--- src/rtl/voice_allocator_if.sv ---
// Event handshake between the note decoder (master) and the voice allocator (slave).
//   ev_valid : event offered by the master
//   ev_ready : allocator can accept an event
//   ev_on    : 1 = note-on, 0 = note-off
//   ev_note  : note index
interface voice_allocator_if #(
  parameter int unsigned NOTE_W = 5
) ();
  logic              ev_valid;
  logic              ev_ready;
  logic              ev_on;
  logic [NOTE_W-1:0] ev_note;

  modport master (output ev_valid, output ev_on, output ev_note, input ev_ready);
  modport slave  (input ev_valid, input ev_on, input ev_note, output ev_ready);
endinterface

--- src/rtl/voice_allocator.sv ---
// Polyphonic voice allocator: assigns note-on events to voice slots (retrigger,
// then free, then steal least-recently-allocated) and runs a linear release ramp.
//   clk, reset_n  : clock, asynchronous active-low reset
//   ev            : event handshake (slave modport)
//   voice_note    : per-voice note, voice i at [i*NOTE_W +: NOTE_W]
//   voice_volume  : per-voice volume, voice i at [i*VOL_W +: VOL_W]
//   voice_gate    : per-voice key-down flag
//   steal_pulse   : one-cycle pulse after a sounding voice was stolen
module voice_allocator #(
  parameter int unsigned VOICES       = 8,
  parameter int unsigned NOTE_W       = 5,
  parameter int unsigned VOL_W        = 21,
  parameter int unsigned VOL_MAX      = 1 << 20,
  parameter int unsigned RELEASE_STEP = 1 << 14,
  parameter int unsigned RELEASE_DIV  = 1024
) (
  input  logic                      clk,
  input  logic                      reset_n,
  voice_allocator_if.slave          ev,
  output logic [VOICES*NOTE_W-1:0]  voice_note,
  output logic [VOICES*VOL_W-1:0]   voice_volume,
  output logic [VOICES-1:0]         voice_gate,
  output logic                      steal_pulse
);

  localparam int unsigned IDX_W   = $clog2(VOICES);
  localparam int unsigned PRESC_W = (RELEASE_DIV > 1) ? $clog2(RELEASE_DIV) : 1;
  localparam logic [VOL_W-1:0]   VOL_MAX_V  = VOL_W'(VOL_MAX);
  localparam logic [VOL_W-1:0]   STEP_V     = VOL_W'(RELEASE_STEP);
  localparam logic [PRESC_W-1:0] PRESC_LAST = PRESC_W'(RELEASE_DIV - 1);
  localparam logic [IDX_W-1:0]   RANK_LAST  = IDX_W'(VOICES - 1);

  typedef enum logic [0:0] {S_IDLE, S_COMMIT} fsm_t;
  typedef enum logic [1:0] {V_FREE, V_HELD, V_REL} vstate_t;

  fsm_t              fsm_q;
  logic              ready_q;
  logic              ev_on_q;
  logic [NOTE_W-1:0] ev_note_q;
  logic [PRESC_W-1:0] presc_q;
  logic              steal_q;

  vstate_t           vst_q   [VOICES];
  logic [NOTE_W-1:0] vnote_q [VOICES];
  logic [VOL_W-1:0]  vol_q   [VOICES];
  logic [IDX_W-1:0]  rank_q  [VOICES];
  logic [VOICES-1:0] gate_q;

  logic              tick;
  logic              hit_found, free_found, do_steal;
  logic [IDX_W-1:0]  hit_idx, free_idx, lru_idx, tgt_idx, tgt_rank;
  logic              commit_on, commit_off;

  assign tick       = (presc_q == PRESC_LAST);
  assign commit_on  = (fsm_q == S_COMMIT) && ev_on_q;
  assign commit_off = (fsm_q == S_COMMIT) && !ev_on_q;

  // Note-on target: lowest-index matching sounding voice, else lowest free, else LRU.
  always_comb begin
    hit_found  = 1'b0;
    hit_idx    = '0;
    free_found = 1'b0;
    free_idx   = '0;
    lru_idx    = '0;
    for (int i = 0; i < VOICES; i++) begin
      if (!hit_found && vst_q[i] != V_FREE && vnote_q[i] == ev_note_q) begin
        hit_found = 1'b1;
        hit_idx   = IDX_W'(i);
      end
      if (!free_found && vst_q[i] == V_FREE) begin
        free_found = 1'b1;
        free_idx   = IDX_W'(i);
      end
      if (rank_q[i] == RANK_LAST) lru_idx = IDX_W'(i);
    end
    do_steal = !hit_found && !free_found;
    tgt_idx  = hit_found ? hit_idx : (free_found ? free_idx : lru_idx);
    tgt_rank = rank_q[tgt_idx];
  end

  // Control FSM, prescaler and per-voice state.
  always_ff @(posedge clk or negedge reset_n) begin
    if (!reset_n) begin
      fsm_q     <= S_IDLE;
      ready_q   <= 1'b1;
      ev_on_q   <= 1'b0;
      ev_note_q <= '0;
      presc_q   <= '0;
      steal_q   <= 1'b0;
      gate_q    <= '0;
      for (int i = 0; i < VOICES; i++) begin
        vst_q[i]   <= V_FREE;
        vnote_q[i] <= '0;
        vol_q[i]   <= '0;
        rank_q[i]  <= IDX_W'(i);
      end
    end else begin
      presc_q <= tick ? '0 : presc_q + PRESC_W'(1);
      steal_q <= 1'b0;
      case (fsm_q)
        S_IDLE: begin
          if (ev.ev_valid) begin
            ev_on_q   <= ev.ev_on;
            ev_note_q <= ev.ev_note;
            fsm_q     <= S_COMMIT;
            ready_q   <= 1'b0;
          end
        end
        S_COMMIT: begin
          fsm_q   <= S_IDLE;
          ready_q <= 1'b1;
          steal_q <= ev_on_q && do_steal;
        end
        default: fsm_q <= S_IDLE;
      endcase
      for (int i = 0; i < VOICES; i++) begin
        if (commit_on && tgt_idx == IDX_W'(i)) begin
          // Allocation overrides any coincident release tick on this voice.
          vnote_q[i] <= ev_note_q;
          vol_q[i]   <= VOL_MAX_V;
          vst_q[i]   <= V_HELD;
          gate_q[i]  <= 1'b1;
          rank_q[i]  <= '0;
        end else begin
          if (commit_on && rank_q[i] < tgt_rank) rank_q[i] <= rank_q[i] + IDX_W'(1);
          if (commit_off && vst_q[i] == V_HELD && vnote_q[i] == ev_note_q) begin
            vst_q[i]  <= V_REL;
            gate_q[i] <= 1'b0;
          end else if (tick && vst_q[i] == V_REL) begin
            if (vol_q[i] <= STEP_V) begin
              vol_q[i] <= '0;
              vst_q[i] <= V_FREE;
            end else begin
              vol_q[i] <= vol_q[i] - STEP_V;
            end
          end
        end
      end
    end
  end

  for (genvar g = 0; g < VOICES; g++) begin : g_pack
    assign voice_note[g*NOTE_W +: NOTE_W] = vnote_q[g];
    assign voice_volume[g*VOL_W +: VOL_W] = vol_q[g];
  end

  assign voice_gate  = gate_q;
  assign steal_pulse = steal_q;
  assign ev.ev_ready = ready_q;

endmodule

--- src/flat_wrapper.sv ---
// flat-port wrapper written by rule: the top's interface ports become plain ports
module voice_allocator_flat 
#(
  parameter int unsigned VOICES       = 8,
  parameter int unsigned NOTE_W       = 5,
  parameter int unsigned VOL_W        = 21,
  parameter int unsigned VOL_MAX      = 1 << 20,
  parameter int unsigned RELEASE_STEP = 1 << 14,
  parameter int unsigned RELEASE_DIV  = 1024
)
  (clk, reset_n, voice_note, voice_volume, voice_gate, steal_pulse, ev_ev_valid, ev_ev_on, ev_ev_note, ev_ev_ready);
  voice_allocator_if #(.NOTE_W(NOTE_W)) ev_i ();
  input  logic clk;
  input  logic reset_n;
  output logic [VOICES*NOTE_W-1:0] voice_note;
  output logic [VOICES*VOL_W-1:0] voice_volume;
  output logic [VOICES-1:0] voice_gate;
  output logic steal_pulse;
  input wire logic [$bits(ev_i.ev_valid)-1:0] ev_ev_valid;
  input wire logic [$bits(ev_i.ev_on)-1:0] ev_ev_on;
  input wire logic [$bits(ev_i.ev_note)-1:0] ev_ev_note;
  output wire logic [$bits(ev_i.ev_ready)-1:0] ev_ev_ready;
  assign ev_i.ev_valid = ev_ev_valid;
  assign ev_i.ev_on = ev_ev_on;
  assign ev_i.ev_note = ev_ev_note;
  assign ev_ev_ready = ev_i.ev_ready;
  voice_allocator #(.VOICES(VOICES), .NOTE_W(NOTE_W), .VOL_W(VOL_W), .VOL_MAX(VOL_MAX), .RELEASE_STEP(RELEASE_STEP), .RELEASE_DIV(RELEASE_DIV)) u_core (.clk(clk), .reset_n(reset_n), .ev(ev_i), .voice_note(voice_note), .voice_volume(voice_volume), .voice_gate(voice_gate), .steal_pulse(steal_pulse));
endmodule
--- config.mk ---
export PLATFORM = sky130hd
export DESIGN_NAME = voice_allocator_flat
export DESIGN_NICKNAME = d
export VERILOG_FILES = /design/src/rtl/voice_allocator_if.sv /design/src/rtl/voice_allocator.sv /design/src/flat_wrapper.sv
export SDC_FILE = /design/constraint.sdc
export NUM_CORES = 1
export LEC_CHECK = 0
export BUFFER_PORTS_ARGS = -buffer_cell sky130_fd_sc_hd__clkbuf_2
export CAP_MARGIN = 20
export CORE_ASPECT_RATIO = 1.2
export CORE_MARGIN = 2
export CORE_UTILIZATION = 55
export CTS_CLUSTER_SIZE = 40
export DETAILED_ROUTE_END_ITERATION = 7
export PLACE_DENSITY = 0.81
export SLEW_MARGIN = 20
export SYNTH_ARGS = -nofsm -noshare
export SYNTH_HDL_FRONTEND = slang
export SYNTH_SLANG_ARGS = --single-unit
--- constraint.sdc ---
create_clock -name clk -period 5.1 [get_ports clk]
set_input_delay 1.275 -clock clk [delete_from_list [all_inputs] [get_ports clk]]
set_output_delay 1.275 -clock clk [all_outputs]
set_load 0.01 [all_outputs]
Yosys cells after proc, flatten, opt, wreduce, memory -nomap -nowiden
Index checks and enable logic that the tools add are counted.

$add $sub $neg: 17. Multiply operators: 0. Divide/modulo/power cells: 0. Order comparisons: 17. Eq/ne operators: 48. Shift operators: 0. Mux-type cells: 144. Bitwise gates (word level): 2. Reduce and logical (&&, ||, !) cells: 157.

Operator list (number): $mux 21 (32); $le 21x15->1 const B (8); $sub 21x15->21 const B (8); $mux 3 (34); $mux 2 (36); $logic_and 1x1->1 (66); $reduce_bool 2->1 (32); $reduce_bool 3->1 (16); $eq 5x5->1 (8); $mux 1 (38); $reduce_and 2->1 (17); $eq 3x3->1 const B (11); $add 3x1->3 const B (8); $lt 3x3->1 (8); $logic_not 1->1 (17); $eq 2x1->1 const B (8); $eq 2x2->1 const B (8); $logic_not 2->1 (8); $ne 2x1->1 const B (8); $add 10x1->10 const B (1); $eq 10x10->1 const B (1); $mux 10 (1); $bmux 3 s3 (1); $eq 3x2->1 const B (2); 7 further kinds (8).

Flip-flop bits (word level): 275. Latch bits: 0. Memory bits (writable): 0. Bits in read-only memories: 0. Input bits: 9. Output and inout port bits: 218. Logic and storage cells: 431. Memories kept: 0.

Depth between registers and ports, before layout
Depth after elaboration: 40. Gate-level depth with buffers: 19. Depth with buffers taken out: 17.

Worst setup path after synthesis
No wires, ideal clock.

Kind: register to register. Start: reg u_core.rank_q[3] in the netlist's numbering. End: reg u_core.rank_q[17] in the netlist's numbering. Arrival: 4.053 ns. Path slack: 0.915 ns. Cell stages (with the launch flop): 19. Path buffers: 2. Period minus slack after synthesis: 4.185 ns. Path through: dfrtp_1 > ha_1 > ha_1 > or4_4 > o31ai_1 > nand3_1 > a41o_1 > buf_6 > buf_2 > mux2_2 > nor2_1 > a211oi_1 > a21oi_1 > ha_1 > nand2_1 > o31ai_1 > a31oi_1 > mux2i_1 > nor2_1.

Word-level cells in the longest chain between the ends: 12.

Ends and longest elaborated chain: from (decl) (RTL line voice_allocator.sv:46) `logic [IDX_W-1:0] rank_q [VOICES];`; from (signal, indexed assignment) (RTL line voice_allocator.sv:95) `rank_q[i] <= IDX_W'(i);`; $eq 3x3->1 (RTL line voice_allocator.sv:74) `if (rank_q[i] == RANK_LAST) lru_idx = IDX_W'(i);`; $mux 3 (2 in series) (RTL line voice_allocator.sv:74); $mux 3 (2 in series) (RTL line voice_allocator.sv:77) `tgt_idx = hit_found ? hit_idx : (free_found ? free_idx : lru_idx);`; $not 3->4 (not written as such) (RTL line voice_allocator.sv:78) `tgt_rank = rank_q[tgt_idx];`; $bmux 3 s3 (RTL line voice_allocator.sv:78); $mux 3 (not written as such) (2 in series) (RTL line voice_allocator.sv:78); $lt 3x3->1 (RTL line voice_allocator.sv:125) `if (commit_on && rank_q[i] < tgt_rank) rank_q[i] <= rank_q[i] + IDX_W'(1);`; $logic_and 1x1->1 (RTL line voice_allocator.sv:125); $reduce_bool 2->1 (no line).

Several ways; a longest one is shown, not always the timed one. The select of a mux whose other input is x is not followed. A chain may end at the register's enable or synchronous reset.

Worst setup path in the final report
Start: reg u_core.ev_note_q[0]. End: reg u_core.rank_q[7] in the netlist's numbering.

Word-level cells in the longest chain between the ends: 39.

Ends and longest elaborated chain: from (decl) (RTL line voice_allocator.sv:39) `logic [NOTE_W-1:0] ev_note_q;`; from (signal assigned) (RTL line voice_allocator.sv:104) `ev_note_q <= ev.ev_note;`; $eq 5x5->1 (RTL line voice_allocator.sv:66) `if (!hit_found && vst_q[i] != V_FREE && vnote_q[i] == ev_note_q) begin`; $logic_and 1x1->1 (RTL line voice_allocator.sv:66); $mux 1 (RTL line voice_allocator.sv:66); $logic_not 1->1 (RTL line voice_allocator.sv:66); $logic_and 1x1->1 (2 in series) (RTL line voice_allocator.sv:66); $mux 1 (RTL line voice_allocator.sv:66); $logic_not 1->1 (RTL line voice_allocator.sv:66); $logic_and 1x1->1 (2 in series) (RTL line voice_allocator.sv:66); [... 20 more ...]; $mux 3 or $mux 1 (tied branches) (RTL line voice_allocator.sv:66); $mux 3 * (RTL line voice_allocator.sv:77); $not 3->4 (not written as such) (RTL line voice_allocator.sv:78); $bmux 3 s3 (RTL line voice_allocator.sv:78); $mux 3 (not written as such) (2 in series) (RTL line voice_allocator.sv:78); $lt 3x3->1 (RTL line voice_allocator.sv:125); $logic_and 1x1->1 (RTL line voice_allocator.sv:125); $reduce_bool 2->1 (no line).

Mark *: on every way between the ends. The rest lies on a longest branch, timed or not. The select of a mux whose other input is x is not followed.

==> results.sh <==
export IMPL_status="complete, no violations"
export IMPL_irDropWorstVdd_v=0.000342
export IMPL_clk_root_buffer_cell="clkbuf_16"
export IMPL_maxCapViolations=0
export IMPL_post_dp_hpwl_mm=16.5
export IMPL_grt_pass1_wl_mm=36.9
export IMPL_die_w_um=126
export IMPL_cts_htree_levels=4
export IMPL_place_congestion=0.958
export IMPL_first_global_vias=7246
export IMPL_ys_flop_type="dfrtp_1"
export IMPL_worstPathCellList="xnor2_1 -> nand3_1 -> or3_1 -> a211oi_1 -> a41o_1 -> mux2_2 -> nor2_1 -> a211oi_1 -> a21oi_1 -> buf_4 -> ha_1 -> nand2_1 -> o31ai_1 -> a31oi_1 -> mux2i_1 -> nor2_1"
export IMPL_finalPower_mw=6.40
export IMPL_drt_wl_total_mm=22.6
export IMPL_setup_viol=0
export IMPL_postCtsHoldBufs=0
export IMPL_start_util_pct=56.1
export IMPL_utilization_pct=62.0
export IMPL_crit_family="compound AO/OA/AOI/OAI gates"
export IMPL_relSlewSlack_pct=28.7
export IMPL_drive_above_1_share_pct=20.5
export IMPL_clock_sinks=163
export IMPL_finalSetupTns_ns=0
export IMPL_p_leak_nw=5.40
export IMPL_multi_input_area_um2=5010
export IMPL_rows=53
export IMPL_drt_first_pass_iters=4
export IMPL_r2r_end="u_core.rank_q[7]"
export IMPL_synth_distinct_cells=62
export IMPL_cts_buffers=17
export IMPL_fin_crit_ns=4.49
export IMPL_end_kind="register"
export IMPL_initialDrtViolationCount=440
export IMPL_clock_path_buffers=2
export IMPL_skew_ns=0.0118
export IMPL_core_area_um2=17500
export IMPL_slowest_stage="dfrtp_1"
export IMPL_ant_nets=0
export IMPL_pwr_density_cell_nw_per_um2=590
export IMPL_crit_path_start="u_core.ev_note_q[0]"
export IMPL_maxSlewViolCount=0
export IMPL_crit_arrival_ns=4.76
export IMPL_drc=0
export IMPL_pin_count=227
export IMPL_worst_pin_slew_ns=1.07
export IMPL_crit_required_ns=5.37
export IMPL_max_stage_delay_ns=0.82
export IMPL_via_per_inst=5.54
export IMPL_critPathMaxFanout=17
export IMPL_fp_dieH_um=150
export IMPL_async_flop_share_pct=100
export IMPL_r2r_cells=16
export IMPL_synth_area_leaders="dfrtp_1, buf_4, mux2_2"
export IMPL_crit_cells=16
export IMPL_syn_inst=1019
export IMPL_vias=7583
export IMPL_portBuffers=114
export IMPL_reg2reg_slack_ns=0.61
export IMPL_endpoint="u_core.rank_q[7]"
export IMPL_nNetsFinal=1186
export IMPL_area_delta_synth_final_pct=10.7
export IMPL_overflow=0
export IMPL_clkSlewWorstSetupHoldPaths_ns=0.06
export IMPL_num_antenna_cells=0
export IMPL_hold_viol=0
export IMPL_ys_seq_area_share_pct=41.7
export IMPL_wl_per_cell_um=16.5
export IMPL_synth_edf_count=0
export IMPL_cts_tree="yes"
export IMPL_antenna_found_initial=0
export IMPL_fmax_mhz=223
export IMPL_grt_max_degree=84
export IMPL_min_path_type="register to register"
export IMPL_cts_resized_gates=0
export IMPL_grt_usage_pct=24.3
export IMPL_rsz0062_at_grt="no"
export IMPL_period_share_pct=88.0
export IMPL_synth_seq_cells=163
export IMPL_synth_area_per_cell_um2=9.63
export IMPL_path_buf_inv=1
export IMPL_critical_path_class="register to register"
export IMPL_yosysTopAreaCellShare_pct=38.2
export IMPL_die_area_um2=18900
export IMPL_yosys_area_top_type="dfrtp_1"
export IMPL_ys_warnings_count=0
export IMPL_postCtsSetupRepairBufs=0
export IMPL_synth_area_um2=9820
export IMPL_cp_start_kind="register"
export IMPL_r2r_start="u_core.ev_note_q[0]"
export IMPL_seq_area_um2=4100
export IMPL_fillers=1448
export IMPL_clk_latency_ns=0.43
export IMPL_holdPathStages=1
-- state kept, by name, summed over array words and instances (netlist names) --
| register | flops |
|---|---|
| u_core.ev.ev_ready | 1 |
| u_core.vst_q | 16 |
| u_core.voice_gate | 8 |
| u_core.rank_q | 24 |
| u_core.voice_note | 40 |
| u_core.voice_volume | 56 |
| u_core.fsm_q | 1 |
| u_core.steal_pulse | 1 |
| u_core.presc_q | 10 |
| u_core.ev_on_q | 1 |
| u_core.ev_note_q | 5 |
-- power by group --
| group | internal [mW] | leakage (nW) | switching [mW] |
|---|---|---|---|
| sequential | 1.65 | 2.09 | 0.391 |
| clock | 0.872 | 0.307 | 0.510 |
| combinational | 1.26 | 3.01 | 1.72 |
| total | 3.79 | 5.40 | 2.62 |
-- metal layers --
| metal | wire length, um | up-vias | GRT usage, % | part of all wire (%) |
|---|---|---|---|---|
| li1 | - | 3551 | - | - |
| met5 | 0 | - | 0 | 0 |
| met3 | 1470 | 40 | 5.61 | 6.5 |
| met4 | 610 | 0 | 9.51 | 2.7 |
| met1 | 9400 | 3716 | 30.4 | 42 |
| met2 | 11100 | 276 | 41.2 | 49 |
-- cell usage after synthesis, types with 8 or more instances --
cell,count
a21o_1,13
a21oi_1,43
buf_4,114
clkbuf_1,17
dfrtp_1,150
dfstp_2,13
ha_1,40
inv_1,34
mux2_2,47
mux2i_1,26
nand2_1,56
nand3_1,22
nand3b_1,13
nor2_1,131
nor3_1,54
nor4_1,11
o21ai_0,23
or3_1,16
or4_1,8
xnor2_1,49
xor2_1,16
-- area by class of cell --
cell class / count / share of cell area (%)
clock inverter: 8 / 1.37
timing repair buffer: 130 / 6.53
multi-input combinational: 791 / 46.2
clock buffer: 24 / 4.53
tap: 220 / 2.53
inverter: 34 / 1.17
sequential: 163 / 37.7
-- cells in the final DEF (no fill, tap or decap), types with 7 or more instances in the layout --
cell         n
or4_1        8
nor4_1      11
or3_1       16
clkbuf_16   17
conb_1     112
clkbuf_2   113
a31oi_1      7
a21o_1      13
dfstp_2     13
o21ai_0     23
xor2_1      16
nand4_1      7
nand2_1     56
xnor2_1     49
inv_1       34
mux2_2      47
nor3_1      52
nand3b_1    13
o31ai_1      7
nand3_1     22
buf_4       15
dfrtp_1    150
ha_1        40
a21oi_1     43
mux2i_1     26
nor2_1     131
-- worst min-delay path by stage --
| stage | start | slack [ns] | end |
|---|---|---|---|
| after global routing | u_core.voice_gate[5] | 0.50 | u_core.voice_gate[5] |
| final | u_core.voice_gate[1] | 0.48 | u_core.voice_gate[1] |
| after floorplan | u_core.presc_q[6] | 0.45 | u_core.presc_q[6] |
| after global placement | u_core.voice_gate[7] | 0.46 | u_core.voice_gate[7] |
| after detailed placement | u_core.voice_gate[1] | 0.47 | u_core.voice_gate[1] |
| after CTS | u_core.voice_gate[1] | 0.48 | u_core.voice_gate[1] |
-- cells by family after synthesis --
logic type	share of synthesized area [%]
fa+ha+maj	5.33
buf+inv	11.5
flops	41.7
compound gates	9.73
mux	8.16
simple gates	17.5
xor+xnor	5.97
other cells	0.0382
-- per-stage QoR --
step	hold slack, ns	setup WS (ns)	area, um2	std cells
after floorplan	0.447	0.915	10200	1130
after global placement	0.463	0.816	10200	1338
after detailed placement	0.466	0.717	10200	1338
after CTS	0.480	0.648	10900	1370
after global routing	0.497	0.180	10900	1370
final	0.476	0.613	10900	1370
No activity file was read; power rests on OpenSTA's default activity.
